--- src/rtl/multi_sensor_decoder_if.sv ---
// multi_sensor_decoder_if
//   Bundles the client request/response handshake and the per-channel sensor
//   driver signals of multi_sensor_decoder.
//   master : client + sensor drivers (drive requests, frames, done/error)
//   slave  : the decoder itself
//   Signals:
//     request_valid/request/device_index  command strobe, byte, target channel
//     busy                                decoder not idle
//     response_valid/response/response_code  result strobe and payload
//     sensor_enable                       per-channel read request (one-hot or 0)
//     sensor_data                         channel i at [40i+39:40i]
//     sensor_done/sensor_error            per-channel frame complete / error
interface multi_sensor_decoder_if #(
  parameter int NUM_SENSORS = 2,
  parameter int IDX_WIDTH   = 5
);
  logic                       request_valid;
  logic [7:0]                 request;
  logic [IDX_WIDTH-1:0]       device_index;
  logic                       busy;
  logic                       response_valid;
  logic [7:0]                 response;
  logic [7:0]                 response_code;
  logic [NUM_SENSORS-1:0]     sensor_enable;
  logic [40*NUM_SENSORS-1:0]  sensor_data;
  logic [NUM_SENSORS-1:0]     sensor_done;
  logic [NUM_SENSORS-1:0]     sensor_error;

  modport master (
    output request_valid, request, device_index,
    output sensor_data, sensor_done, sensor_error,
    input  busy, response_valid, response, response_code, sensor_enable
  );

  modport slave (
    input  request_valid, request, device_index,
    input  sensor_data, sensor_done, sensor_error,
    output busy, response_valid, response, response_code, sensor_enable
  );
endinterface

--- src/rtl/multi_sensor_decoder.sv ---
// multi_sensor_decoder
//   Command front end for up to NUM_SENSORS DHT11-class channels. Decodes a
//   one-byte command per channel, runs single reads with checksum validation
//   and a timeout, and keeps per-channel temperature/humidity monitoring modes
//   serviced by one shared poll timer.
//   Ports:
//     clk  : system clock, rising edge
//     rst  : asynchronous active-high reset
//     bus  : multi_sensor_decoder_if.slave (request/response + sensor signals)
//
//   state   | meaning
//   --------+-----------------------------------------------------------
//   IDLE    | wait for a command; otherwise start a pending poll read
//   DECODE  | classify latched command, update mode or launch a read
//   READ    | hold sensor_enable for the channel until done/error/timeout
//   RESPOND | one-cycle response_valid strobe
module multi_sensor_decoder #(
  parameter int NUM_SENSORS  = 2,
  parameter int IDX_WIDTH    = 5,
  parameter int POLL_PERIOD  = 100_000_000,
  parameter int READ_TIMEOUT = 50_000_000,
  parameter int CNT_WIDTH    = 27
) (
  input logic clk,
  input logic rst,
  multi_sensor_decoder_if.slave bus
);

  localparam logic [1:0] S_IDLE    = 2'd0;
  localparam logic [1:0] S_DECODE  = 2'd1;
  localparam logic [1:0] S_READ    = 2'd2;
  localparam logic [1:0] S_RESPOND = 2'd3;

  localparam logic [IDX_WIDTH:0]   NUM_S     = (IDX_WIDTH+1)'(NUM_SENSORS);
  localparam logic [CNT_WIDTH-1:0] POLL_LAST = CNT_WIDTH'(POLL_PERIOD - 1);
  localparam logic [CNT_WIDTH-1:0] TMO_LAST  = CNT_WIDTH'(READ_TIMEOUT - 1);
  localparam logic [CNT_WIDTH-1:0] CNT_ONE   = CNT_WIDTH'(1);

  logic [1:0]             state_q, state_d;
  logic [7:0]             cmd_q, cmd_d;
  logic [IDX_WIDTH-1:0]   ch_q, ch_d;
  logic                   poll_rd_q, poll_rd_d;
  logic [NUM_SENSORS-1:0] temp_q, temp_d;
  logic [NUM_SENSORS-1:0] hum_q, hum_d;
  logic [NUM_SENSORS-1:0] poll_mask_q, poll_mask_d;
  logic [CNT_WIDTH-1:0]   poll_cnt_q, poll_cnt_d;
  logic [CNT_WIDTH-1:0]   tmo_cnt_q, tmo_cnt_d;
  logic [7:0]             resp_q, resp_d;
  logic [7:0]             code_q, code_d;

  logic [NUM_SENSORS-1:0] sel_oh, on_mask, off_clr, rd_clr;
  logic [39:0]            frame;
  logic [7:0]             chk_sum;
  logic                   done_sel, err_sel, frame_ok, read_exit, in_range, tick;
  logic [IDX_WIDTH-1:0]   first_ch;

  // Channel select is one-hot; an out-of-range index shifts out to zero.
  assign sel_oh   = NUM_SENSORS'(1) << ch_q;
  assign in_range = {1'b0, ch_q} < NUM_S;
  assign on_mask  = temp_q | hum_q;
  assign done_sel = |(bus.sensor_done & sel_oh);
  assign err_sel  = |(bus.sensor_error & sel_oh);

  always_comb begin
    frame = '0;
    for (int i = 0; i < NUM_SENSORS; i++) begin
      if (sel_oh[i]) frame = bus.sensor_data[40*i +: 40];
    end
  end

  // Lowest pending channel wins: scan downward so the last hit is the lowest.
  always_comb begin
    first_ch = '0;
    for (int i = NUM_SENSORS - 1; i >= 0; i--) begin
      if (poll_mask_q[i]) first_ch = IDX_WIDTH'(i);
    end
  end

  assign chk_sum   = frame[39:32] + frame[31:24] + frame[23:16] + frame[15:8];
  assign frame_ok  = done_sel & ~err_sel & (chk_sum == frame[7:0]);
  assign read_exit = done_sel | err_sel | (tmo_cnt_q == TMO_LAST);

  always_comb begin
    poll_cnt_d = '0;
    tick       = 1'b0;
    if (on_mask != '0) begin
      if (poll_cnt_q == POLL_LAST) tick = 1'b1;
      else                         poll_cnt_d = poll_cnt_q + CNT_ONE;
    end
  end

  always_comb begin
    state_d   = state_q;
    cmd_d     = cmd_q;
    ch_d      = ch_q;
    poll_rd_d = poll_rd_q;
    temp_d    = temp_q;
    hum_d     = hum_q;
    resp_d    = resp_q;
    code_d    = code_q;
    off_clr   = '0;
    rd_clr    = '0;
    tmo_cnt_d = (state_q == S_READ) ? tmo_cnt_q + CNT_ONE : '0;

    case (state_q)
      S_IDLE: begin
        if (bus.request_valid) begin
          cmd_d     = bus.request;
          ch_d      = bus.device_index;
          poll_rd_d = 1'b0;
          state_d   = S_DECODE;
        end else if (poll_mask_q != '0) begin
          ch_d      = first_ch;
          poll_rd_d = 1'b1;
          state_d   = S_READ;
        end
      end
      S_DECODE: begin
        state_d = S_RESPOND;
        if (!in_range) begin
          code_d = 8'hED;
          resp_d = 8'hED;
        end else begin
          case (cmd_q)
            8'h00, 8'h01, 8'h02: state_d = S_READ;
            8'h03: begin
              temp_d = temp_q | sel_oh;
              hum_d  = hum_q & ~sel_oh;
              code_d = 8'h15;
              resp_d = 8'hCA;
            end
            8'h04: begin
              hum_d  = hum_q | sel_oh;
              temp_d = temp_q & ~sel_oh;
              code_d = 8'h16;
              resp_d = 8'hCA;
            end
            8'h05: begin
              code_d = 8'h17;
              resp_d = 8'hEA;
              if ((temp_q & sel_oh) != '0) begin
                temp_d  = temp_q & ~sel_oh;
                off_clr = sel_oh;
                resp_d  = 8'hCA;
              end
            end
            8'h06: begin
              code_d = 8'h18;
              resp_d = 8'hEA;
              if ((hum_q & sel_oh) != '0) begin
                hum_d   = hum_q & ~sel_oh;
                off_clr = sel_oh;
                resp_d  = 8'hCA;
              end
            end
            default: begin
              code_d = 8'hEC;
              resp_d = 8'hEC;
            end
          endcase
        end
      end
      S_READ: begin
        if (read_exit) begin
          state_d = S_RESPOND;
          if (poll_rd_q) begin
            rd_clr = sel_oh;
            if (!frame_ok) begin
              code_d = 8'hE1;
              resp_d = 8'(ch_q);
            end else if ((temp_q & sel_oh) != '0) begin
              code_d = 8'h13;
              resp_d = frame[23:16];
            end else begin
              code_d = 8'h14;
              resp_d = frame[39:32];
            end
          end else begin
            case (cmd_q)
              8'h00: begin
                code_d = 8'h10;
                resp_d = frame_ok ? 8'h11 : 8'h12;
              end
              8'h01: begin
                code_d = frame_ok ? 8'h13 : 8'hE1;
                resp_d = frame_ok ? frame[23:16] : 8'(ch_q);
              end
              default: begin
                code_d = frame_ok ? 8'h14 : 8'hE1;
                resp_d = frame_ok ? frame[39:32] : 8'(ch_q);
              end
            endcase
          end
        end
      end
      default: state_d = S_IDLE;
    endcase
  end

  // A poll read that completes on a tick is re-armed by the new round; a
  // channel being switched off never is.
  assign poll_mask_d = ((poll_mask_q & ~rd_clr) | (tick ? on_mask : '0)) & ~off_clr;

  always_ff @(posedge clk or posedge rst) begin
    if (rst) begin
      state_q     <= S_IDLE;
      cmd_q       <= '0;
      ch_q        <= '0;
      poll_rd_q   <= 1'b0;
      temp_q      <= '0;
      hum_q       <= '0;
      poll_mask_q <= '0;
      poll_cnt_q  <= '0;
      tmo_cnt_q   <= '0;
      resp_q      <= '0;
      code_q      <= '0;
    end else begin
      state_q     <= state_d;
      cmd_q       <= cmd_d;
      ch_q        <= ch_d;
      poll_rd_q   <= poll_rd_d;
      temp_q      <= temp_d;
      hum_q       <= hum_d;
      poll_mask_q <= poll_mask_d;
      poll_cnt_q  <= poll_cnt_d;
      tmo_cnt_q   <= tmo_cnt_d;
      resp_q      <= resp_d;
      code_q      <= code_d;
    end
  end

  assign bus.busy           = (state_q != S_IDLE);
  assign bus.response_valid = (state_q == S_RESPOND);
  assign bus.response       = resp_q;
  assign bus.response_code  = code_q;
  assign bus.sensor_enable  = (state_q == S_READ) ? sel_oh : '0;

endmodule

--- src/flat_wrapper.sv ---
// flat-port wrapper written by rule: the top's interface ports become plain ports
module multi_sensor_decoder_flat 
#(
  parameter int NUM_SENSORS  = 2,
  parameter int IDX_WIDTH    = 5,
  parameter int POLL_PERIOD  = 100_000_000,
  parameter int READ_TIMEOUT = 50_000_000,
  parameter int CNT_WIDTH    = 27
)
  (clk, rst, bus_request_valid, bus_request, bus_device_index, bus_sensor_data, bus_sensor_done, bus_sensor_error, bus_busy, bus_response_valid, bus_response, bus_response_code, bus_sensor_enable);
  multi_sensor_decoder_if #(.NUM_SENSORS(NUM_SENSORS), .IDX_WIDTH(IDX_WIDTH)) bus_i ();
  input logic clk;
  input logic rst;
  input wire logic [$bits(bus_i.request_valid)-1:0] bus_request_valid;
  input wire logic [$bits(bus_i.request)-1:0] bus_request;
  input wire logic [$bits(bus_i.device_index)-1:0] bus_device_index;
  input wire logic [$bits(bus_i.sensor_data)-1:0] bus_sensor_data;
  input wire logic [$bits(bus_i.sensor_done)-1:0] bus_sensor_done;
  input wire logic [$bits(bus_i.sensor_error)-1:0] bus_sensor_error;
  output wire logic [$bits(bus_i.busy)-1:0] bus_busy;
  output wire logic [$bits(bus_i.response_valid)-1:0] bus_response_valid;
  output wire logic [$bits(bus_i.response)-1:0] bus_response;
  output wire logic [$bits(bus_i.response_code)-1:0] bus_response_code;
  output wire logic [$bits(bus_i.sensor_enable)-1:0] bus_sensor_enable;
  assign bus_i.request_valid = bus_request_valid;
  assign bus_i.request = bus_request;
  assign bus_i.device_index = bus_device_index;
  assign bus_i.sensor_data = bus_sensor_data;
  assign bus_i.sensor_done = bus_sensor_done;
  assign bus_i.sensor_error = bus_sensor_error;
  assign bus_busy = bus_i.busy;
  assign bus_response_valid = bus_i.response_valid;
  assign bus_response = bus_i.response;
  assign bus_response_code = bus_i.response_code;
  assign bus_sensor_enable = bus_i.sensor_enable;
  multi_sensor_decoder #(.NUM_SENSORS(NUM_SENSORS), .IDX_WIDTH(IDX_WIDTH), .POLL_PERIOD(POLL_PERIOD), .READ_TIMEOUT(READ_TIMEOUT), .CNT_WIDTH(CNT_WIDTH)) u_core (.clk(clk), .rst(rst), .bus(bus_i));
endmodule
--- config.mk ---
export PLATFORM = sky130hd
export DESIGN_NAME = multi_sensor_decoder_flat
export DESIGN_NICKNAME = d
export VERILOG_FILES = /design/src/rtl/multi_sensor_decoder_if.sv /design/src/rtl/multi_sensor_decoder.sv /design/src/flat_wrapper.sv
export SDC_FILE = /design/constraint.sdc
export NUM_CORES = 1
export LEC_CHECK = 0
export ABC_AREA = 0
export BUFFER_PORTS_ARGS = -buffer_cell sky130_fd_sc_hd__buf_4
export CORE_AREA = 2 2 107 109
export CTS_CLUSTER_DIAMETER = 50
export DETAILED_ROUTE_END_ITERATION = 6
export DIE_AREA = 0 0 109 111
export HOLD_SLACK_MARGIN = 0.02
export PLACE_DENSITY = 0.8
export SYNTH_ARGS = -nofsm -noshare
export SYNTH_HDL_FRONTEND = slang
export SYNTH_SLANG_ARGS = --single-unit
--- constraint.sdc ---
create_clock -name clk -period 6.8 [get_ports clk]
set_input_delay 0.68 -clock clk [delete_from_list [all_inputs] [get_ports clk]]
set_output_delay 0.68 -clock clk [all_outputs]
set_load 0.02 [all_outputs]
==> reports/metrics.yaml <==
grt_pass1_wl_um: 25730
track_usage_pct: 26.73
cp_top_family: "adder cells"
place_ws_ps: 1529
dr_total_vias: 5380
setup_viol: 0
yosys.area.top_type: "dfrtp_1"
yosys_most_used_dff: "dfrtp_1"
start_kind: "flip-flop"
cts_root_buf: "clkbuf_16"
p_int_mw: 1.710
drt_first_pass_iters: 5
sw_frac_of_total_pct: 44.70
io_pins: 120
power.share.clock_pct: 16.8
setup_tns_ps: 0
die_h_um: 111
p_comb_share_pct: 58.1
status: "complete, no violations"
antenna_found_initial: 0
cp_num_buf_inv: 2
ys_warn_count: 0
synthCells: 681
numCtsBuffers: 9
row_count: 39
critPathMostFrequentCell: "fa_1"
finalWeightedCongestion: 0.9599
async_reset_ff_share_pct: 100.0
cts_sinks: 90
endpoint_kind: "flip-flop"
synth_cell_types: 66
cts_tree: "yes"
ys_top_cells_by_area: "dfrtp_1 (37%), nand2_1 (6.4%), nor2_1 (5.9%)"
max_slew_margin_pct: 48.52
cp.arrival_ps: 5570
ant_nets: 0
grt_overflow: 0
rsz0062_at_grt: "false"
crit_chain: "or4_4 -> nor2_1 -> inv_1 -> fa_1 -> inv_1 -> fa_1 -> ha_1 -> fa_1 -> a21o_1 -> a21oi_1 -> xnor2_1 -> o2111ai_1 -> nor4b_1 -> and2_1 -> mux2_4 -> a221o_1"
wirelength_um: 15250
avgSynthCellArea_um2: 8.850
max_freq_ghz: 0.1874
final_cell_mix: "buf_4 (125), nand2_1 (103), nor2_1 (94), dfrtp_1 (89), xnor2_1 (33)"
io_buffer_count: 119
grt_pass1_vias: 5451
drive_gt1_share_pct: 22.54
hold_viol: 0
crit_path_max_incr_delay_ps: 650
layout_commonest_cell: "buf_4"
start_util_pct: 54.41
h-tree-depth: 3
tightest_slew_ps: 772.3
dieWidth_um: 109
synth_area_um2: 6027
critPathKind: "flip-flop to flip-flop"
n_antenna_cell: 0
seq_power_share_pct: 25.1
nets: 916
fin_crit_sh_pct: 78.46
clkTransAtPathRegs_ps: 70
drc_errors: 0
hold_path.class: "primary input to async pin"
leakagePower_nw: 3.232
synth_edf_count: 0
routed_via_density: 5.742
yosysSeqAreaShare_pct: 37.37
cts_resized: 0
powerDensity_nw_per_um2: 421.3
cts_buffer_depth: 2
die_area_um2: 12100
slew_viol_final: 0
ir_drop_mv: 0.2937
grt_max_degree: 54
insertion_delay_ps: 350
cts-hold-fix-buffers: 0
finalWorstSetupSlack_ps: 1465
netlist.area_leader.share_pct: 37.37
cpMaxStageDelayCell: "or4_4"
maxCapViolations: 0
min_period_ps: 5335
dpl.hpwl_um: 11560
syn2layout_area_growth_pct: 21.76
fin_skew_ps: 9.524
cts_setup_buffers: 0
worst_ep_required_time_ps: 7030
cp_max_fo: 11
wl_per_cell_um: 16.27
drt_iter0_markers: 396
yosys_register_bits: 90
power_switching_mw: 1.382
n_fill_cell: 907
core_area_um2: 11080
syn_nets: 808
[power groups by stage]
stage	clock [mW]	sequential [mW]	combinational, mW
after floorplan	0	0.743	1.37
after global placement	0	0.774	1.73
after detailed placement	0	0.784	1.78
after CTS	0.526	0.775	1.79
after global routing	0.555	0.791	2.00
final	0.519	0.776	1.80
[worst paths after layout]
| kind | startpoint | endpoint | slack (ps) | depth (start not counted) |
|---|---|---|---|---|
| max in group asynchronous | rst | u_core.ch_q[0] | 5260 | 3 |
| setup / recovery | u_core.ch_q[2] | u_core.bus.response[0] | 1460 | 16 |
| hold reg to reg | u_core.cmd_q[6] | u_core.cmd_q[6] | 480 | 2 |
| hold / removal | rst | u_core.tmo_cnt_q[20] | 410 | 2 |
| setup reg to reg | u_core.ch_q[2] | u_core.bus.response[0] | 1460 | 16 |
| min in group clk | u_core.cmd_q[6] | u_core.cmd_q[6] | 480 | 2 |
[flip-flops by register name, indices dropped and copies added (netlist names), named ones only]
register and count:
u_core.poll_cnt_q 27, u_core.tmo_cnt_q 27, u_core.bus.response 8, u_core.cmd_q 8, u_core.bus.response_code 6, u_core.ch_q 5, u_core.poll_mask_q 2, u_core.state_q 2
u_core.poll_rd_q 1
[worst register-to-register path, stage by stage (launching register included)]
cell and delay, ps:
dfrtp_1 460, or4_4 650, nor2_1 210, inv_1 120, fa_1 510, inv_1 60, fa_1 470, ha_1 250
fa_1 420, a21o_1 200, a21oi_1 220, xnor2_1 150, o2111ai_1 130, nor4b_1 430, and2_1 320, mux2_4 330
a221o_1 300
[metal layers]
metal,vias to the layer above,routed length (um),global-route usage (%)
met4,0,309,8.291
met3,34,1128,4.821
met2,207,7481,43.81
met1,2575,6326,35.88
li1,2564,-,-
met5,-,0,0
[cell families (layout without fill, tap and decap cells)]
group                    Yosys count  in the layout  share of synthesized area [%]
AO/OA/AOI/OAI                    103            103                          11.15
XOR/XNOR                          62             62                          9.238
adder cells (fa/ha/maj)           27             27                          7.349
buffers and inverters             58            171                          4.110
flip-flops                        90             90                          37.37
multiplexers                      46             46                          8.366
AND/OR/NAND/NOR                  295            295                          22.42
[through the flow]
| step | hold slack, ps | cell area, um2 | power (mW) | std cells | util (%) |
|---|---|---|---|---|---|
| floorplan | 437.0 | 6027 | 2.113 | 681 | - |
| global placement | 449.4 | 7028 | 2.501 | 921 | 63.45 |
| detailed placement | 463.5 | 7028 | 2.561 | 921 | 63.45 |
| CTS | 429.5 | 7338 | 3.086 | 937 | 66.25 |
| global route | 465.9 | 7338 | 3.341 | 937 | 66.25 |
| finish | 413.4 | 7338 | 3.091 | 937 | 66.25 |
[synth_stat cells, types with 3 or more instances]
| library cell | instances |
|---|---|
| nand3_1 | 26 |
| buf_1 | 3 |
| o211ai_1 | 3 |
| inv_1 | 30 |
| o21a_1 | 4 |
| ha_1 | 13 |
| mux2_1 | 3 |
| a31oi_1 | 7 |
| clkbuf_1 | 15 |
| xnor2_1 | 33 |
| and4_1 | 3 |
| a21o_1 | 5 |
| nor4b_1 | 4 |
| fa_1 | 14 |
| or4_1 | 4 |
| o21ai_1 | 5 |
| mux2i_1 | 14 |
| nand2b_1 | 3 |
| nand2_1 | 103 |
| xor2_1 | 28 |
| nor3_1 | 14 |
| and2_1 | 7 |
| or3_1 | 9 |
| a22o_1 | 5 |
| o21ai_0 | 20 |
| buf_2 | 6 |
| mux2_2 | 28 |
| dfrtp_1 | 90 |
| nor2_1 | 94 |
| nor4_1 | 5 |
| nand4_1 | 11 |
| a211oi_1 | 3 |
| a21oi_1 | 26 |
[cell type report]
type / instances / area, um2 / share of cell area (%)
sequential: 90 / 2253 / 30.71
clock inverter: 7 / 85.08 / 1.159
tap: 143 / 178.9 / 2.438
timing repair buffer: 125 / 938.4 / 12.79
clock buffer: 9 / 225.2 / 3.069
multi-input combinational: 533 / 3543 / 48.29
inverter: 30 / 113.9 / 1.552
Power figures use the tool's default switching activity.
